`config.mk`:
```
export PLATFORM = sky130hd
export DESIGN_NAME = cmd_phy
export DESIGN_NICKNAME = d
export VERILOG_FILES = /design/src/rtl/cmd_phy_pkg.sv /design/src/rtl/cmd_phy_crc7.sv /design/src/rtl/cmd_phy.sv
export SDC_FILE = /design/constraint.sdc
export NUM_CORES = 1
export LEC_CHECK = 0
export BUFFER_PORTS_ARGS = -buffer_cell sky130_fd_sc_hd__buf_2
export CAP_MARGIN = 5
export CORE_UTILIZATION = 55
export DETAILED_ROUTE_END_ITERATION = 8
export PLACE_DENSITY_LB_ADDON = 0.15
export RECOVER_POWER = 50
export SLEW_MARGIN = 5
export SYNTH_ARGS = -nofsm -noshare
export SYNTH_HDL_FRONTEND = slang
export SYNTH_SLANG_ARGS = --single-unit
```
`constraint.sdc`:
```
create_clock -name clock -period 10.7 [get_ports clock]
set_input_delay 0.535 -clock clock [delete_from_list [all_inputs] [get_ports clock]]
set_output_delay 0.535 -clock clock [all_outputs]
set_load 0.02 [all_outputs]
```
`src/rtl/cmd_phy_pkg.sv`:
```
// cmd_phy_pkg: shared definitions for the SD CMD-line PHY.
//   state_t      FSM state encoding
//   RESP_*       resp_type codes (2'b11 is handled as RESP_48)
//   *_LEN        command word, frame and long-response lengths in bits
//   CRC7_POLY    x^7 + x^3 + 1 with the x^7 term implicit
package cmd_phy_pkg;
    typedef enum logic [2:0] {IDLE, SEND, WAIT_RESP, RECEIVE, DONE} state_t;
    localparam logic [1:0] RESP_NONE = 2'b00;
    localparam logic [1:0] RESP_48   = 2'b01;
    localparam logic [1:0] RESP_136  = 2'b10;
    localparam int CMD_LEN   = 40;
    localparam int FRAME_LEN = 48;
    localparam int LONG_LEN  = 136;
    localparam logic [6:0] CRC7_POLY = 7'h09;
endpackage

```
`src/rtl/cmd_phy_crc7.sv`:
```
// crc7_serial: bit-serial CRC7 (x^7 + x^3 + 1, init 0), one bit per enabled cycle.
//   clock   in   clock
//   reset   in   asynchronous active-high reset
//   clear   in   synchronous clear to 0 (wins over enable)
//   enable  in   absorb bit_in this cycle
//   bit_in  in   next message bit, MSB first
//   crc     out  running remainder
// Feeding crc[6] back in as bit_in makes the feedback zero, so the register then
// simply shifts left; the transmitter uses this to emit the remainder serially.
module crc7_serial
    import cmd_phy_pkg::*;
(
    input  logic       clock,
    input  logic       reset,
    input  logic       clear,
    input  logic       enable,
    input  logic       bit_in,
    output logic [6:0] crc
);
    logic [6:0] crc_q, crc_d;
    logic       fb;

    assign fb  = bit_in ^ crc_q[6];
    assign crc = crc_q;

    always_comb begin
        crc_d = clear  ? 7'd0 :
                enable ? ({crc_q[5:0], 1'b0} ^ (fb ? CRC7_POLY : 7'd0)) : crc_q;
    end

    always_ff @(posedge clock or posedge reset) begin
        if (reset) crc_q <= '0;
        else       crc_q <= crc_d;
    end
endmodule

```
`src/rtl/cmd_phy.sv`:
```
// cmd_phy: SD host CMD-line serializer/deserializer.
// Sends {word[39:0], CRC7, 1} MSB first, releases the line, then captures a
// 48/136-bit response or times out, and holds the result until acknowledged.
// Optional macro CMD_PHY_CRC_CHECK_EN: enables receive CRC7 checking of 48-bit
// responses; without it crc_error is always 0.
//   clock          in   SD clock, one CMD bit per cycle
//   reset          in   asynchronous active-high reset
//   strobe_in      in   command word valid (accepted only in IDLE)
//   cmd_to_send    in   {start,dir,index[5:0],arg[31:0]}
//   resp_type      in   00 none, 01 48-bit, 10 136-bit, 11 as 01
//   ack_in         in   response consumed
//   idle_in        in   abort to IDLE (priority over everything else)
//   cmd_pin_in     in   CMD line from pad
//   serial_ready   out  high in IDLE
//   ack_out        out  command word accepted this cycle
//   strobe_out     out  result valid, held until ack_in
//   cmd_received   out  response (48-bit right aligned, upper bits zero)
//   time_out       out  no start bit seen, qualified by strobe_out
//   crc_error      out  48-bit response CRC mismatch, qualified by strobe_out
//   cmd_pin_out    out  CMD drive value (1 when released)
//   cmd_pin_oe     out  CMD output enable
module cmd_phy
    import cmd_phy_pkg::*;
#(
    parameter int TIMEOUT_CYCLES = 64
) (
    input  logic         clock,
    input  logic         reset,
    input  logic         strobe_in,
    input  logic [39:0]  cmd_to_send,
    input  logic [1:0]   resp_type,
    input  logic         ack_in,
    input  logic         idle_in,
    input  logic         cmd_pin_in,
    output logic         serial_ready,
    output logic         ack_out,
    output logic         strobe_out,
    output logic [135:0] cmd_received,
    output logic         time_out,
    output logic         crc_error,
    output logic         cmd_pin_out,
    output logic         cmd_pin_oe
);
    state_t         state_q, state_d;
    logic [7:0]     cnt_q, cnt_d;
    logic [39:0]    word_q, word_d;
    logic           long_q, long_d;
    logic           none_q, none_d;
    logic [135:0]   rx_q, rx_d;
    logic           to_q, to_d;
    logic           crc_err_q, crc_err_d;
    logic           tx_clear, tx_en, tx_bit;
    logic [6:0]     tx_crc;

    // Word bits first, then the remainder shifted out of the CRC register, then the end bit.
    assign tx_bit = cnt_q < 8'(CMD_LEN)       ? word_q[CMD_LEN-1] :
                    cnt_q < 8'(FRAME_LEN - 1) ? tx_crc[6] : 1'b1;

    crc7_serial u_tx_crc (
        .clock  (clock),
        .reset  (reset),
        .clear  (tx_clear),
        .enable (tx_en),
        .bit_in (tx_bit),
        .crc    (tx_crc)
    );

`ifdef CMD_PHY_CRC_CHECK_EN
    logic [6:0] rx_crc;
    logic       rx_en;

    // Covers the start bit (seen in WAIT_RESP) plus the next 39 bits: response bits [47:8].
    assign rx_en = !idle_in && ((state_q == WAIT_RESP && !cmd_pin_in) ||
                                (state_q == RECEIVE && cnt_q < 8'(CMD_LEN)));

    crc7_serial u_rx_crc (
        .clock  (clock),
        .reset  (reset),
        .clear  (tx_clear),
        .enable (rx_en),
        .bit_in (cmd_pin_in),
        .crc    (rx_crc)
    );
`endif

    assign serial_ready = state_q == IDLE;
    assign ack_out      = state_q == IDLE && strobe_in && !idle_in;
    assign strobe_out   = state_q == DONE && !idle_in;
    assign cmd_pin_oe   = state_q == SEND && !idle_in;
    assign cmd_pin_out  = cmd_pin_oe ? tx_bit : 1'b1;
    assign cmd_received = rx_q;
    assign time_out     = to_q;
    assign crc_error    = crc_err_q;

    always_comb begin
        state_d   = state_q;
        cnt_d     = cnt_q;
        word_d    = word_q;
        long_d    = long_q;
        none_d    = none_q;
        rx_d      = rx_q;
        to_d      = to_q;
        crc_err_d = crc_err_q;
        tx_clear  = 1'b0;
        tx_en     = 1'b0;
        if (idle_in) begin
            state_d = IDLE;
            cnt_d   = '0;
        end else begin
            case (state_q)
                IDLE: if (strobe_in) begin
                    word_d    = cmd_to_send;
                    long_d    = resp_type == RESP_136;
                    none_d    = resp_type == RESP_NONE;
                    rx_d      = '0;
                    to_d      = 1'b0;
                    crc_err_d = 1'b0;
                    tx_clear  = 1'b1;
                    cnt_d     = '0;
                    state_d   = SEND;
                end
                SEND: begin
                    tx_en  = 1'b1;
                    word_d = {word_q[38:0], 1'b0};
                    cnt_d  = cnt_q + 8'd1;
                    if (cnt_q == 8'(FRAME_LEN - 1)) begin
                        cnt_d   = '0;
                        state_d = none_q ? DONE : WAIT_RESP;
                    end
                end
                WAIT_RESP: begin
                    cnt_d = cnt_q + 8'd1;
                    if (!cmd_pin_in) begin
                        rx_d    = {rx_q[134:0], cmd_pin_in};
                        cnt_d   = 8'd1;
                        state_d = RECEIVE;
                    end else if (cnt_q == 8'(TIMEOUT_CYCLES - 1)) begin
                        to_d    = 1'b1;
                        state_d = DONE;
                    end
                end
                RECEIVE: begin
                    rx_d  = {rx_q[134:0], cmd_pin_in};
                    cnt_d = cnt_q + 8'd1;
                    if (cnt_q == (long_q ? 8'(LONG_LEN - 1) : 8'(FRAME_LEN - 1))) begin
                        state_d = DONE;
`ifdef CMD_PHY_CRC_CHECK_EN
                        // rx_q[6:0] already holds response bits [7:1]; the last bit is the end bit.
                        crc_err_d = !long_q && (rx_q[6:0] != rx_crc);
`endif
                    end
                end
                DONE: if (ack_in) state_d = IDLE;
                default: state_d = IDLE;
            endcase
        end
    end

    always_ff @(posedge clock or posedge reset) begin
        if (reset) begin
            state_q   <= IDLE;
            cnt_q     <= '0;
            word_q    <= '0;
            long_q    <= 1'b0;
            none_q    <= 1'b0;
            rx_q      <= '0;
            to_q      <= 1'b0;
            crc_err_q <= 1'b0;
        end else begin
            state_q   <= state_d;
            cnt_q     <= cnt_d;
            word_q    <= word_d;
            long_q    <= long_d;
            none_q    <= none_d;
            rx_q      <= rx_d;
            to_q      <= to_d;
            crc_err_q <= crc_err_d;
        end
    end
endmodule
```
Word-level counts from Yosys, hierarchy flattened
Cells that the tools add are included.
{"block": "op_classes", "bitwise": 3, "n_mux": 35, "eq_ne": 17, "order_cmp": 2, "n_reduce_logical": 18, "add_sub_neg": 1, "shifts": 0, "mul": 0, "div_mod_pow": 0}
{"op": "136-bit one-hot mux with 3 select lines", "count": 1}
{"op": "136-bit two-way mux", "count": 2}
{"op": "40-bit one-hot mux with 2 select lines", "count": 1}
{"op": "40-bit two-way mux", "count": 1}
{"op": "8-bit two-way mux", "count": 5}
{"op": "8-bit one-hot mux with 4 select lines", "count": 1}
{"op": "3-bit two-way mux", "count": 8}
{"op": "8-bit by 6-bit == test with 1-bit output (second input constant)", "count": 2}
{"op": "8-bit by 6-bit < comparator with 1-bit output (second input constant)", "count": 2}
{"op": "3-bit one-hot mux with 5 select lines", "count": 1}
{"op": "7-bit two-way mux", "count": 2}
{"op": "1-bit two-way mux", "count": 11}
{"op": "5-bit AND reduction", "count": 2}
{"op": "3-bit inequality test (second input constant)", "count": 3}
{"op": "8-bit by 1-bit adder with 8-bit output (second input constant)", "count": 1}
{"op": "8-bit == test", "count": 1}
{"op": "2-bit inequality test (second input constant)", "count": 4}
{"op": "7-bit XOR", "count": 1}
{"op": "3-bit by 2-bit == test with 1-bit output (second input constant)", "count": 2}
{"op": "3-bit AND reduction", "count": 2}
{"op": "2-bit nonzero test", "count": 3}
{"op": "5-bit nonzero test", "count": 1}
{"op": "1-bit logical AND", "count": 4}
{"op": "4-bit two-way mux", "count": 1}
{"op": "14 further kinds", "count": 14}
{"block": "totals", "mem_bits_ro": 0, "latchBits": 0, "mem_count": 0, "ramBits": 0, "word_cells": 84, "in_bits": 48, "output_inout_bits": 143, "reg_bits": 197}

Longest topological paths before layout
{"block": "logic_depth", "depth_word": 8, "depth_mapped": 8, "mapped_depth_nobuf": 5}

Modules after synthesis
From an unflattened synthesis, not the netlist that was laid out.
{"block": "unflattened", "hier_cells": 917, "area_unflattened_um2": 8557.0}
{"mod": "cmd_phy", "n_inst": 1, "area_each_um2": 8245.4, "cells_each": 888}
{"mod": "crc7_serial", "n_inst": 1, "area_each_um2": 311.5, "cells_each": 29}

Worst setup path before layout
OpenSTA, ideal clock, no wires.
{"block": "synth_timing", "path_kind": "input to output", "startpoint": "input port idle_in", "endpoint": "output port cmd_pin_out", "t_arrival_ns": 1.761, "cell_stages": 4, "setup_slack_ns": 8.404, "path_buffers": 1, "t_required_ns": 10.165, "path_cell_list": "clkbuf_1 -> or4b_1 -> clkinv_1 -> nand4_1"}
{"block": "synth_via", "elab_chain_cells": 3}
{"element": "start: declaration", "line_no": "cmd_phy.sv:33", "text": "input logic idle_in,"}
{"element": "1-bit zero test", "line_no": "cmd_phy.sv:89", "text": "assign cmd_pin_oe = state_q == SEND && !idle_in;"}
{"element": "1-bit logical AND", "line_no": "cmd_phy.sv:89"}
{"element": "net cmd_pin_oe", "line_no": "cmd_phy.sv:42", "text": "output logic cmd_pin_oe"}
{"element": "1-bit two-way mux", "line_no": "cmd_phy.sv:90", "text": "assign cmd_pin_out = cmd_pin_oe ? tx_bit : 1'b1;"}
{"element": "end: declaration", "line_no": "cmd_phy.sv:41", "text": "output logic cmd_pin_out,"}
The timed path passes the listed nets, and every way through them passes these cells.

==> results.md <==
* Final clock skew at 0.00646 ns
* Worst hold stages at 2
* CP Launch Point: reset
* First-pass GRT wire length at 33400 µm
* PwrDens at 161 mW/mm²
* Cts bufs inserted at 17
* Rel. slew slack at -2.61
* Gate Count Post-Synth at 915
* Initial DRC Count at 680
* Setup bufs post-CTS at 0
* Post_cts resized at 0
* Net Sw Frac at 0.266
* Peak VDD IR at 106 µV
* Fin. Hold Viols at 0
* Slew of the pin with the lowest slew margin at 5.38 ns
* Overall die width at 130 µm
* Largest cells by area after synthesis: dfrtp_1, mux2i_1, nand2_1
* RR Endpoint: cmd_received[80]$_DFFE_PP0P_
* Placed insts at 1248
* Final min period at 4.40 ns
* CTS tree: built
* Top-count cell post-synth: dfrtp_1
* Global route total overflow at 0
* Largest fanout on the critical path at 126
* Post-Syn Nets at 964
* # clock sinks at 197
* ANT cells at 0
* Min-delay worst type: input pin to flip-flop
* Unrepaired setup endpoints after global routing: no
* Clock Pin Slew Worst Setup and Hold Paths at 0.07 ns
* Max Buffers Root-to-Sink at 2
* Wirelength per Cell at 16.1 µm
* Routed WL at 20600 µm
* Clk_lat worst skew at 0.43 ns
* # rows at 46
* CP endpoint: cmd_received[6]$_DFFE_PP0P_
* Layout cell share with drive strength beyond 1 at 0.0978
* Input/output buffers at 189
* P_sw at 0.441 mW
* GRT Total Usage at 0.253
* Reg2reg path depth at 6
* Io pins at 191
* Non-filler cells, final at 1279
* Most common library cells after synthesis: dfrtp_1, nand2_1, o21ai_0, inv_1
* DRT antenna net count at 0
* Vias in the first global route at 6627
* Period utilization at 0.411
* Critical path type: input pin to asynchronous set/reset pin
* YS warnings at 0
* Die H at 130 µm
* Setup TNS at 0 ns
* CTS H-tree depth at 4
* Area share of the largest cell type after synthesis at 0.551
* Critical R2R Launch: state_q[1]$_DFFE_PP0P_
* Via Count at 7200
* Crit path capture type: asynchronous set/reset pin
* Final GP Congestion at 0.807
* Combinational power share at 0.113
* CP Launch Type: input pin
* Vias/cell at 5.63
* R2R Setup Slk at 7.83 ns
* DRC Markers at 0
* Cell-internal power at 1.21 mW
* Dominant synthesized flop cell: dfrtp_1
* Async set-or-reset flop fraction in the synthesized netlist at 1.00
* Pleak at 4.36 nW
* Seq cells post-synth at 197
* Starting Density at 0.563
* Largest net degree at the start of global routing at 127
* Die area at 0.0168 mm²
* Clock root buffer: clkbuf_16
* Syn Area/Cell at 9.77 µm²
* Critical Path AT at 4.84 ns
* Initial antenna violation count at 0
* Area delta synth->final at 15.0%
* Seq/Total Area, Yosys at 0.551
* Pins over their slew limit at 127
* Final nets at 1100
* Hold buffer count at cts at 0
* Setup-failing EPs final at 0
* Core Region at 0.0159 mm²
* FMAX at 0.227 GHz
* Detailed Place HPWL at 12400 µm
* Distinct cells, synth at 51
* Critical Path RT at 11.14 ns
* EDFF count, synth at 0
* Clock power share at 0.388
* Max cap viols at 1
* Mapped Area at 0.00894 mm²
* Status: complete, but fails checks
* Failing checks: capacitance limit, slew limit
* Sequential Power Share at 0.499
* Synth area leader: dfrtp_1
* First drt pass iteration count at 6
sequential cells by signal, indices dropped and copies added (netlist names):
| register | count |
|---|---|
| cmd_received | 136 |
| word_q | 40 |
| cnt_q | 8 |
| u_tx_crc.crc | 7 |
| state_q | 3 |
| long_q | 1 |
| none_q | 1 |
| time_out | 1 |
metrics by stage:
step           total power, mW  utilization  area (µm²)  setup WS (ns)  hold slack [ns]
6_report                  1.66        0.648       10300           6.30            0.276
4_1_cts                   1.67        0.660       10500           7.80            0.272
3_5_place_dp              1.03        0.623        9900           7.87            0.477
3_3_place_gp              1.02        0.623        9900           7.94            0.474
2_1_floorplan            0.983            -        8940           4.80            0.453
5_1_grt                   1.72        0.648       10300           5.32            0.270
layout by cell type, fill, tap and decap left out, types with 4 or more instances in the layout:
master	Yosys	routed
inv_1	76	75
clkinv_2	0	6
a21oi_1	7	7
clkbuf_1	52	137
a22o_1	4	4
buf_4	2	9
buf_2	24	52
dfrtp_1	197	197
nand3_1	7	7
nand2b_1	5	4
nand2_1	172	172
nor3_1	9	9
clkbuf_16	0	17
o41ai_1	68	68
nor2_1	51	51
o21ai_0	78	78
a31oi_1	42	43
mux2i_1	68	68
o31ai_1	4	4
critical path: stages:
cell and delay, ns:
buf_2 0.10, clkinvlp_2 2.97, buf_4 1.08
metal layers:
metal	share of wire	vias to the layer above	track usage
met5	0	-	0
met4	0.016	0	0.0917
met3	0.057	26	0.0549
met2	0.47	231	0.391
met1	0.46	3491	0.355
li1	-	3452	-
final cells by class:
class                           count  area, µm²
Fill cell                        1413       5600
Sequential cell                   197       4930
Clock buffer                       19        453
Timing Repair Buffer              198        842
Multi-Input combinational cell    560       3370
Clock inverter                     12        128
Tap cell                          216        270
Inverter                           77        290
worst min-delay path by stage:
stage                                     start                           to
finish                                   ack_in       state_q[2]$_DFFE_PP0P_
global route                             ack_in       state_q[2]$_DFFE_PP0P_
CTS                                      ack_in       state_q[2]$_DFFE_PP0P_
detailed placement  u_tx_crc.crc[0]$_DFFE_PP0P_  u_tx_crc.crc[0]$_DFFE_PP0P_
global placement    u_tx_crc.crc[0]$_DFFE_PP0P_  u_tx_crc.crc[0]$_DFFE_PP0P_
floorplan                    long_q$_DFFE_PP0P_           long_q$_DFFE_PP0P_
power groups by stage:
| stage | sequential [mW] | combinational, mW | clock [mW] |
|---|---|---|---|
| after global placement | 0.838 | 0.186 | 0 |
| after detailed placement | 0.839 | 0.190 | 0 |
| after floorplan | 0.831 | 0.152 | 0 |
| final | 0.826 | 0.187 | 0.642 |
| after CTS | 0.825 | 0.191 | 0.650 |
| after global routing | 0.833 | 0.212 | 0.678 |
cells by family (layout without fill, tap and decap cells):
family,Yosys count,after routing,share of synthesized area
AND/OR/NAND/NOR,267,267,0.127
AO/OA/AOI/OAI,221,221,0.168
flip-flops,197,197,0.551
buffers and inverters,158,306,0.0730
multiplexers,69,69,0.0774
adder cells (fa/ha/maj),1,1,0.00140
other,1,1,0.000419
XOR/XNOR,1,1,0.000979
Power figures use the tool's default switching activity.
